$ cat src/rtl/register_file.sv
// ---------------------------------------------------------------------------
// register_file
//
// General-purpose integer register file for the RV32I datapath (x0..x31 by
// default). Two combinational read ports feed the rs1/rs2 operands to the
// ALU, and one synchronous write port takes rd writeback. Register 0 is
// hardwired to zero: writes to it are dropped and reads of it return zero.
//
// Parameters:
//   REG_WIDTH  bit width of each register and of the data ports
//   REG_DEPTH  number of registers (power of two, >= 2)
//
// Ports:
//   i_Clk    in   1          clock, all state changes on the rising edge
//   i_Rst    in   1          synchronous active-high reset, clears all regs
//   i_Addr1  in   AW         read address, port 1 (rs1)
//   i_Addr2  in   AW         read address, port 2 (rs2)
//   i_Addr3  in   AW         write address, port 3 (rd)
//   o_RD1    out  REG_WIDTH  read data for i_Addr1
//   o_RD2    out  REG_WIDTH  read data for i_Addr2
//   i_WE3    in   1          write enable for port 3
//   i_WD3    in   REG_WIDTH  write data for port 3
// ---------------------------------------------------------------------------
module register_file #(
  parameter int REG_WIDTH = 32,
  parameter int REG_DEPTH = 32,
  parameter int AW        = $clog2(REG_DEPTH)
) (
  input  logic                 i_Clk,
  input  logic                 i_Rst,
  input  logic [AW-1:0]        i_Addr1,
  input  logic [AW-1:0]        i_Addr2,
  input  logic [AW-1:0]        i_Addr3,
  output logic [REG_WIDTH-1:0] o_RD1,
  output logic [REG_WIDTH-1:0] o_RD2,
  input  logic                 i_WE3,
  input  logic [REG_WIDTH-1:0] i_WD3
);

  logic [REG_WIDTH-1:0] reg_mem [REG_DEPTH];
  logic                 write_hit;

  // A write only lands when enabled and aimed at a real register; address 0
  // is filtered here so entry 0 of the storage never leaves its reset value.
  assign write_hit = i_WE3 && (i_Addr3 != '0);

  // Storage update. Reset wins over a write on the same edge, so a write
  // issued alongside reset is lost and every entry comes out as zero.
  always_ff @(posedge i_Clk) begin
    if (i_Rst) begin
      for (int i = 0; i < REG_DEPTH; i++) begin
        reg_mem[i] <= '0;
      end
    end else if (write_hit) begin
      reg_mem[i_Addr3] <= i_WD3;
    end
  end

  // Read ports are purely combinational with no write bypass: a read of the
  // register being written shows the old value until the edge. Address 0 is
  // forced to zero so it reads cleanly even before the first reset.
  assign o_RD1 = (i_Addr1 == '0) ? '0 : reg_mem[i_Addr1];
  assign o_RD2 = (i_Addr2 == '0) ? '0 : reg_mem[i_Addr2];

endmodule

$ cat config.mk
export PLATFORM = sky130hd
export DESIGN_NAME = register_file
export DESIGN_NICKNAME = d
export VERILOG_FILES = /design/src/rtl/register_file.sv
export SDC_FILE = /design/constraint.sdc
export NUM_CORES = 2
export LEC_CHECK = 0
export CAP_MARGIN = 25
export CORE_ASPECT_RATIO = 0.75
export CORE_MARGIN = 5
export CORE_UTILIZATION = 25
export DETAILED_ROUTE_END_ITERATION = 12
export HOLD_SLACK_MARGIN = 0.02
export SYNTH_ARGS = -nofsm -noshare
export SYNTH_HDL_FRONTEND = slang
export SYNTH_SLANG_ARGS = --single-unit
$ cat constraint.sdc
create_clock -name i_Clk -period 3.07 [get_ports i_Clk]
set_clock_uncertainty 0.1 [all_clocks]
set_input_delay 0.614 -clock i_Clk [delete_from_list [all_inputs] [get_ports i_Clk]]
set_output_delay 0.614 -clock i_Clk [all_outputs]
set_load 0.03 [all_outputs]
==> impl.org <==
** Worst setup path
- The worst setup path is of the register to output pin kind.
- The largest individual stage delay along the critical path comes from the cell sky130_fd_sc_hd__mux4_2.
- The largest single stage delay on the critical path is roughly 500 ps.
- In this run the worst path has a maximum fanout of 2.
- STA classifies the critical path endpoint as an output pin.
- Series of cell instances along the critical path :: mux4_2, mux4_2, o22ai_1, buf_4, nor3_2, buf_4
- At the worst endpoint, the required time is 2360 ps.
- Worst Path Arrival :: 2650 ps
- STA classifies the critical path startpoint as a register.

** Floorplanning
- The floorplan has 148 rows.
- The floorplan step set the die height to around 410 um.
- The die is approximately 550 um wide.
- Initial cell density of the core :: between 20% and 30%
- Area of the core :: roughly 220000 um^2
- Floorplan die area :: around 230000 um^2
- Ports :: 114

** CTS
- CTS tree :: yes
- Counting the buffers created by CTS gives 95.
- The clock net in this run drives a total of around 1000 sinks.
- Hold buffer count at CTS :: 0
- Clock-pin slew was measured on the worst setup and hold paths at 70 ps.
- Clock tree synthesis selected as its root buffer the cell sky130_fd_sc_hd__clkbuf_16.
- Deepest level of the CTS H-tree :: 3
- The clock passes through at most 3 buffers.

** Timing
- Setup Total Neg Slack :: -11460 ps
- Number of endpoints with negative hold slack in the final report :: 0
- Worst relative slew slack :: about 28%
- Upper clock frequency limit :: 297.2 MHz
- Slack of the critical path :: -294.9 ps
- Number of slew-limit violations in the final report :: 0
- Worst-margin pin slew :: between 1000 and 1500 ps
- Setup violations remaining at the end of the flow were counted as 62.
- Final critical-path share of the clock period :: 109.6%
- RSZ-0062 raised after global routing :: true
- Minimum clock period after layout :: 3365 ps

** Placed design
- In this run the tool buffered the top-level ports with about 110 buffer cells.
- RD Place Congestion :: between 0.8 and 0.9
- Post-DP HPWL :: 127500 um
- Prior to clock tree synthesis, the placed netlist has a worst setup slack of -793.2 ps.

** GRT
- After global routing, the most crowded layer is met2.
- In the global route stage, met3 resource usage came out at under 10%.
- GR Util All Layers :: between 10% and 20%
- The number of antenna violations at the first check in global routing is 19.
- First-pass GRT wire length :: 274700 um
- After global routing the overflow that remains totals 0.
- The via count of the first global-routing pass is approximately 35000.
- Met2 Track Usage GR :: a little over a quarter
- Entering global routing, the biggest net connects 64 pins.
- For met1 alone, demand over resource in global routing was about a quarter.

** Yosys
- Synthesized instance count :: around 3500
- Mapped Area :: roughly 54000 um^2
- Synthesis inferred about 1000 register bits.
- Sequential elements use 56.70% of the synthesized area.
- After synthesis, the netlist uses 42 different library cells.
- Average size of a mapped cell :: 15.49 um^2
- Ys Warns :: 0

** Run
- Max-cap violations :: 0

** Cells and area
- The area growth from synthesis to layout is 29.44%.
- Share of final-layout standard cells stronger than drive strength 1 :: ~40%
- Finished Core Util :: between 30% and 40%
- At the end of the flow, the number of nets in the layout was about 4000.
- Fill cells :: just over 20000
- In the final layout, the registers with the most flip-flops are reg_mem (1024).
- Flip-flop count of the largest register after layout :: 1024
- Largest Register :: reg_mem

** Routing
- The detailed router placed approximately 35000 vias in this run.
- The first routing iteration left around 5200 violations.
- The count of nets left with antenna violations once routing finished came out at 0.
- Before antenna repair, the detailed router went through 5 iterations.
- Summed over all layers, the routed wires come to 198100 um.
- In the routed layout, each cell is associated on average with a via count of between 5 and 6.
- Wirelength per Cell :: between 20 and 30 um
- In the routed design, unresolved DRC markers number 0.

** Power
- IR analysis of the VDD net gives a maximum drop of roughly 0.00036 V.
- For this design the ratio of total power to cell area is approximately 490 nW/um^2.
- Cell leakage power :: ~24 nW
- Total power for the finished layout comes to 34.70 mW.

** Outcome
- Status :: finished, violations left
- The final reports fail on setup timing.

** Min path
- Hold/Removal Path Class :: input pin to register
layout make-up:
class	count	area (um^2)	share of cell area, %
sequential	1024	30750	43.80
multi-input combinational	2120	24540	34.95
clock inverter	56	518.0	0.7379
clock buffer	113	2487	3.543
timing repair buffer	686	8319	11.85
antenna	5	12.51	0.01782
inverter	2	7.507	0.01069
tap	2850	3566	5.080
power breakdown:
group	switching (mW)	total [mW]	internal, mW	leakage [nW]
sequential	0.425	16.6	16.1	9.75
combinational	3.11	5.98	2.87	13.0
clock	5.55	12.2	6.60	1.48
synth_stat cells (all sizes together):
cell type	n	area (um^2)
nor3	54	270.3
clkbuf	272	1021
a221o	2	20.02
a221oi	4	35.03
a22oi	16	120.1
mux2i	150	1501
nor4b	3	32.53
mux4	472	10630
or4b	1	10.01
nand2	7	26.28
nand3	5	25.02
inv	2	7.510
and2	995	6225
or3b	4	35.03
o221ai	1	8.760
o22ai	103	644.4
nor2	36	135.1
o21ai	4	20.02
nor4	6	37.54
buf	115	768.2
and4b	1	10.01
and3	3	18.77
mux2	30	337.8
or3	2	12.51
a211oi	7	52.55
nand4bb	2	22.52
conb	1	3.750
or2	33	206.5
a32o	4	40.04
nor2b	14	87.58
nand4b	1	8.760
nand3b	5	37.54
a2111oi	55	533.0
a21oi	12	60.06
edfxtp	1024	30750
a22o	51	446.7
nand2b	5	31.28
layer usage:
layer | up-vias | part of all wire, %
met5 | - | 0
met4 | 0 | 2.2
met3 | 265 | 11
met2 | 2187 | 45
met1 | 18570 | 42
li1 | 14460 | -
repair_timing:
| item | 4_1_cts | 5_1_grt |
|---|---|---|
| endpoints found under the setup margin | 64 | 64 |
| pin swaps | 113 | 55 |
| gates cloned | 12 | 7 |
| gates resized for setup | 315 | 100 |
| buffers inserted | 64 | 54 |
worst max-delay path, delay by kind of cell, from the launching register on:
kind	cells	cell delay (ps)
compound gates	1	170
buf+inv	2	330
simple gates	1	50
flops	1	430
mux	2	980
per-stage QoR:
stage / hold slack, ps / area, um^2 / std cells
2_1_floorplan: 712.2 / 54950 / 3533
3_5_place_dp: 1414 / 63450 / 6572
4_1_cts: 668.9 / 69170 / 6801
3_3_place_gp: 1404 / 63450 / 6572
6_report: 720.7 / 70200 / 6856
5_1_grt: 710.2 / 70190 / 6853
kinds of logic (layout without fill, tap and decap cells):
group                  count (synthesis)  count (layout)  synth area share, %
and+or+nand+nor                     1177            1177                13.34
DFF                                 1024            1024                56.70
muxes                                652             652                22.99
buffers and inverters                389             857                3.313
AOI/OAI and AO/OA                    259             259                3.652
other                                  1              37             0.006915
worst paths after layout:
kind | depth (start not counted) | from | endpoint
max | 6 | reg_mem[16][14] | o_RD1[14]
min | 2 | i_Rst | reg_mem[0][19]
cells in the final DEF, fill, tap and decap left out, drive strengths merged, types with 33 or more instances in the layout:
master / netlist / final
clkbuf: 272 / 121
nor3: 54 / 54
and2: 995 / 995
clkdlybuf4s50: 0 / 39
a22o: 51 / 51
a2111oi: 55 / 55
mux2i: 150 / 150
mux4: 472 / 472
nor2: 36 / 36
clkinv: 0 / 41
o22ai: 103 / 103
buf: 115 / 637
or2: 33 / 33
edfxtp: 1024 / 1024
No activity file was read; power rests on OpenSTA's default activity.
